$ cat src/rtl/gradient_row_sobel.sv
// gradient_row_sobel: 3-row window Sobel X/Y, magnitude and direction, one interior column per clock.
// Define GRADIENT_ANGLE_EN to build the direction quantizer; otherwise gradient_angle reads 0.
//   state | meaning
//   IDLE  | waiting for a row strobe
//   CALC  | computing one interior column per clock
//   DONE  | all results written, gradient_final high
module gradient_row_sobel #(
  parameter int NUM_COLS = 16,
  parameter int PIX_W    = 8
) (
  input  logic                             clk,
  input  logic                             n_rst,
  input  logic                             anchor_moving,
  input  logic [31:0]                      anchor_x,
  input  logic [NUM_COLS-1:0][PIX_W-1:0]   gradient_in,
  output logic [NUM_COLS-3:0][1:0]         gradient_angle,
  output logic [NUM_COLS-3:0][PIX_W-1:0]   gradient_mag,
  output logic [NUM_COLS-3:0][PIX_W+2:0]   gradient_x,
  output logic [NUM_COLS-3:0][PIX_W+2:0]   gradient_y,
  output logic                             gradient_final
);
  localparam int OUT_N = NUM_COLS - 2;
  localparam int GW    = PIX_W + 3;
  localparam int CW    = $clog2(NUM_COLS);

  typedef enum logic [1:0] {IDLE, CALC, DONE} state_t;
  typedef logic [NUM_COLS-1:0][PIX_W-1:0] row_t;

  state_t                     state_q, state_d;
  logic [CW-1:0]              col_q, col_d;
  row_t                       top_q, top_d, mid_q, mid_d, bot_q, bot_d;
  logic [OUT_N-1:0][1:0]      ang_q, ang_d;
  logic [OUT_N-1:0][PIX_W-1:0] mag_q, mag_d;
  logic [OUT_N-1:0][GW-1:0]   gx_q, gx_d, gy_q, gy_d;
  logic                       final_q, final_d;

  function automatic logic signed [GW:0] px(input logic [PIX_W-1:0] p);
    return signed'({{(GW+1-PIX_W){1'b0}}, p});
  endfunction

  logic [CW-1:0]      c1, c2;
  logic signed [GW:0] gx_w, gy_w, ax_w, ay_w;
  logic [GW-1:0]      ax, ay, mag_sum;
  logic [1:0]         ang_new;

  assign c1 = col_q + CW'(1);
  assign c2 = col_q + CW'(2);

  // Shared datapath: window columns col_q..col_q+2 feed output index col_q.
  always_comb begin
    gx_w = (px(top_q[c2]) - px(top_q[col_q]))
         + ((px(mid_q[c2]) - px(mid_q[col_q])) <<< 1)
         + (px(bot_q[c2]) - px(bot_q[col_q]));
    gy_w = (px(top_q[col_q]) + (px(top_q[c1]) <<< 1) + px(top_q[c2]))
         - (px(bot_q[col_q]) + (px(bot_q[c1]) <<< 1) + px(bot_q[c2]));
    ax_w    = gx_w[GW] ? -gx_w : gx_w;
    ay_w    = gy_w[GW] ? -gy_w : gy_w;
    ax      = GW'(ax_w);
    ay      = GW'(ay_w);
    mag_sum = ax + ay;
  end

`ifdef GRADIENT_ANGLE_EN
  logic [GW+1:0] ax2, ay2, ax5, ay5;
  // A flat patch (gx=gy=0) has no direction and is reported as horizontal.
  always_comb begin
    ax2 = {1'b0, ax, 1'b0};
    ay2 = {1'b0, ay, 1'b0};
    ax5 = ({2'b0, ax} << 2) + {2'b0, ax};
    ay5 = ({2'b0, ay} << 2) + {2'b0, ay};
    if ((ay5 < ax2) || ((ax == '0) && (ay == '0))) ang_new = 2'd0;
    else if (ay2 > ax5)                              ang_new = 2'd2;
    else if (gx_w[GW] == gy_w[GW])                   ang_new = 2'd1;
    else                                             ang_new = 2'd3;
  end
`else
  assign ang_new = 2'd0;
`endif

  always_comb begin
    state_d = state_q;
    col_d   = col_q;
    top_d   = top_q;
    mid_d   = mid_q;
    bot_d   = bot_q;
    ang_d   = ang_q;
    mag_d   = mag_q;
    gx_d    = gx_q;
    gy_d    = gy_q;
    final_d = 1'b0;
    case (state_q)
      IDLE: if (anchor_moving) begin
        if (anchor_x == 32'd1) begin
          top_d = gradient_in;
          mid_d = gradient_in;
          bot_d = gradient_in;
        end else begin
          top_d = mid_q;
          mid_d = bot_q;
          bot_d = gradient_in;
        end
        col_d   = '0;
        state_d = CALC;
      end
      CALC: begin
        gx_d[col_q]  = GW'(gx_w);
        gy_d[col_q]  = GW'(gy_w);
        mag_d[col_q] = PIX_W'(mag_sum >> 3);
        ang_d[col_q] = ang_new;
        if (col_q == CW'(OUT_N - 1)) begin
          state_d = DONE;
          final_d = 1'b1;
        end else begin
          col_d = col_q + CW'(1);
        end
      end
      DONE:    state_d = IDLE;
      default: state_d = IDLE;
    endcase
  end

  always_ff @(posedge clk or negedge n_rst) begin
    if (!n_rst) begin
      state_q <= IDLE;
      col_q   <= '0;
      top_q   <= '0;
      mid_q   <= '0;
      bot_q   <= '0;
      ang_q   <= '0;
      mag_q   <= '0;
      gx_q    <= '0;
      gy_q    <= '0;
      final_q <= 1'b0;
    end else begin
      state_q <= state_d;
      col_q   <= col_d;
      top_q   <= top_d;
      mid_q   <= mid_d;
      bot_q   <= bot_d;
      ang_q   <= ang_d;
      mag_q   <= mag_d;
      gx_q    <= gx_d;
      gy_q    <= gy_d;
      final_q <= final_d;
    end
  end

  assign gradient_angle = ang_q;
  assign gradient_mag   = mag_q;
  assign gradient_x     = gx_q;
  assign gradient_y     = gy_q;
  assign gradient_final = final_q;

endmodule

$ cat config.mk
export PLATFORM = sky130hd
export DESIGN_NAME = gradient_row_sobel
export DESIGN_NICKNAME = d
export VERILOG_FILES = /design/src/rtl/gradient_row_sobel.sv
export SDC_FILE = /design/constraint.sdc
export NUM_CORES = 2
export LEC_CHECK = 0
export ABC_AREA = 1
export BUFFER_PORTS_ARGS = -buffer_cell sky130_fd_sc_hd__buf_4
export CAP_MARGIN = 20
export CORE_MARGIN = 5
export CORE_UTILIZATION = 33
export CTS_CLUSTER_DIAMETER = 40
export CTS_CLUSTER_SIZE = 30
export DETAILED_ROUTE_END_ITERATION = 16
export SLEW_MARGIN = 20
export SYNTH_ARGS = -nofsm -noshare
export SYNTH_HDL_FRONTEND = slang
export SYNTH_SLANG_ARGS = --single-unit
$ cat constraint.sdc
create_clock -name clk -period 8.36 [get_ports clk]
set_input_delay 0.418 -clock clk [delete_from_list [all_inputs] [get_ports clk]]
set_output_delay 0.418 -clock clk [all_outputs]
set_load 0.05 [all_outputs]
==> metrics <==
period utilization=0.9321; final wirelength=181900 um; largest net degree at the start of global routing=219; Vias/cell=5.264; count leader, synth=nand2_1; Post-synth EDFFs=0; gr usage total=0.2500; Tmin final=7.792 ns; Synth Flop Type=dfrtp_1; drt drc=0; vias=about 42000; first-pass GRT wire length=268300 um; share of cells above drive strength 1=0.1748; worst skew pair latency=0.79 ns; Slew @ Worst Pin=~1.1 ns; reg-to-reg slack, setup=0.57 ns; post-synth top area share=0.4758; top cells by count, synth=nand2_1 (1212), dfrtp_1 (839), o21ai_0 (825), inv_1 (465), nor2_1 (460); post-synthesis cell type with the largest combined area=dfrtp_1; yosys warns=0; fmax=about 130 MHz; H-tree depth=4; min-delay src=gradient_in[54]; CP Class=reg2reg; Setup crit start kind=flop; largest stage delay on the critical path=0.78 ns; vias in the first global route=39680; end of the worst register-to-register path=gradient_mag[87]; Area Growth Syn to Fin=28.10%; Iteration-0 DRC Markers=4435; Reg2Reg Depth=39; outcome=complete, no violations; max cap viols=0; TNS Setup=0 ns; clock root buffer=clkbuf_16; ys async rst share=1.000; number of distinct library cells after synthesis=53; Top Ports=612; CP max-delay cell=nor2_2; GP Congestion=approximately 1.0; Die Width=approximately 380 um; DRT Pass-1 Iters=6; post-CTS setup buffers=0; Yosys reg bits=839; crit path DAT=between 8 and 9 ns; diode count=0; Max transition margin=0.2537; hold endpoint=bot_q[54]; hpwl dp=134000 um; sequential share of the synthesized area=0.4758; Port Buffers=611; Worst-path clk slew=0.06 ns; top post-synthesis cells by area=dfrtp_1 (48%), nand2_1 (10%), o21ai_0 (9.4%); unrepaired setup endpoints after global routing=false; hold path cells=3; final clock skew=just over 0.06 ns; Crit Path Max Fanout=14; reg2reg start=col_q[3]; CTS tree=built; grt ovf=0; Data required, critical path=around 9 ns; clock buffer depth=3; final net count=6358; hold crit path type=in2reg; final hold viol count=0; syn nets=5794; post-synthesis cell count=5524; Die Area=141100 sq um; Syn Std Cell Area=about 44000 sq um; # clock sinks=839; Routed wire per std cell=22.83 um; Syn Area/Cell=7.988 sq um; pins over their slew limit=0; post-route ant nets=0; CTS buffer count=between 100 and 150; Filler Cell Count=13380; most frequent CP cell=inv_1; Core Region=133100 sq um; Vert. Die Dim=around 380 um; CP Capture Type=flop; initial cell density of the core=0.3315; Row Count=134; Setup Viol. Count Final=0; initial antenna violation count=5
logic make-up (layout without fill, tap and decap cells):
| group | Yosys count | in the layout | share of synthesized area |
|---|---|---|---|
| muxes | 36 | 36 | 0.008166 |
| AOI/OAI and AO/OA | 1676 | 1676 | 0.2132 |
| xor gates and xnor gates | 43 | 43 | 0.008705 |
| adders and majority gates | 107 | 107 | 0.03783 |
| and+or+nand+nor | 1920 | 1920 | 0.1773 |
| DFF | 839 | 839 | 0.4758 |
| buffers and inverters | 903 | 1579 | 0.07900 |
placed cells by master, fill, tap and decap left out, types with 9 or more instances in the layout:
cell | synthesis | final
nand2_2 | 15 | 15
buf_4 | 0 | 713
nand3_1 | 148 | 148
nor4_1 | 9 | 9
a31oi_1 | 16 | 16
inv_2 | 16 | 18
nand4_1 | 14 | 14
fa_1 | 44 | 44
o211ai_1 | 66 | 66
a31o_2 | 14 | 14
clkinv_2 | 0 | 13
clkbuf_8 | 0 | 16
clkinv_16 | 0 | 10
ha_1 | 63 | 62
mux2i_1 | 36 | 36
xnor2_1 | 15 | 11
bufinv_16 | 0 | 12
nor2_2 | 10 | 12
inv_1 | 465 | 459
a21oi_1 | 418 | 418
buf_12 | 0 | 17
o21ai_0 | 825 | 825
clkinv_4 | 0 | 10
inv_8 | 0 | 9
clkinvlp_4 | 0 | 11
clkbuf_16 | 0 | 134
xor2_1 | 27 | 26
dlygate4sd3_1 | 0 | 116
o21ai_1 | 39 | 39
a311oi_1 | 17 | 17
dfrtp_1 | 839 | 837
clkbuf_1 | 333 | 11
a211oi_1 | 256 | 256
nand3_2 | 15 | 15
nand2_1 | 1212 | 1211
nor2_1 | 460 | 457
inv_6 | 0 | 19
layer usage:
metal / vias up / track usage / part of all wire
met5: - / 0 / 0.00020
met4: 6 / 0.09623 / 0.041
met1: 20220 / 0.3229 / 0.41
met3: 338 / 0.05112 / 0.074
li1: 19540 / - / -
met2: 1832 / 0.4131 / 0.47
worst max path at each step:
| stage | start | end | slack [ns] | cells past startpoint |
|---|---|---|---|---|
| floorplan | col_q[1] | gradient_mag[5] | 0.97 | 42 |
| global placement | col_q[0] | gradient_mag[103] | 0.60 | 38 |
| detailed placement | col_q[0] | gradient_mag[103] | 0.55 | 37 |
| global route | col_q[0] | gradient_mag[103] | 0.02 | 47 |
| CTS | col_q[0] | gradient_mag[87] | 0.54 | 37 |
| finish | col_q[3] | gradient_mag[87] | 0.57 | 39 |
registers in the layout (all words and copies together) (netlist names):
name,flops
bot_q,128
state_q,2
mid_q,128
top_q,128
gradient_x,154
gradient_angle,28
gradient_mag,112
col_q,4
gradient_final,1
gradient_y,154
through the flow:
step | util | setup WS [ns] | cell area (sq um) | instances | hold slack, ns
after floorplan | - | 0.9678 | 44130 | 5524 | 0.1224
after global placement | 0.3791 | 0.5960 | 50470 | 7603 | 0.4374
after detailed placement | 0.3791 | 0.5485 | 50470 | 7603 | 0.4448
after CTS | 0.4243 | 0.5381 | 56490 | 7967 | 0.00006434
after global routing | 0.4246 | 0.01596 | 56520 | 7968 | 0.01213
final | 0.4246 | 0.5675 | 56520 | 7968 | 0.03295
final cells by class:
| class | count | area, sq um | share of cell area |
|---|---|---|---|
| multi-input cells | 3782 | 19720 | 0.3489 |
| clock buffers | 161 | 3615 | 0.06395 |
| repair buffers | 849 | 6908 | 0.1222 |
| well taps | 1768 | 2212 | 0.03914 |
| inverters | 482 | 1822 | 0.03223 |
| flip-flops and latches | 839 | 21000 | 0.3716 |
| clock inverters | 87 | 1244 | 0.02200 |
timing repair:
item                                   4_1_cts  5_1_grt
setup endpoints to repair                    0       14
hold buffers                               116        0
endpoints found under the hold margin      184        0
gates resized for setup                      0        3
worst max-delay path: cells and delay by family, from the launching register on:
| kind | cells | cell delay [ns] |
|---|---|---|
| AND/OR/NAND/NOR | 16 | 2.77 |
| adder cells (fa/ha/maj) | 4 | 1.65 |
| AO/OA/AOI/OAI | 9 | 1.57 |
| buffers and inverters | 9 | 1.07 |
| flip-flops | 1 | 0.45 |
| XOR/XNOR | 1 | 0.15 |
Power is not shown: default switching activity piles up to over one toggle a cycle in this logic, so the estimate is an artifact.
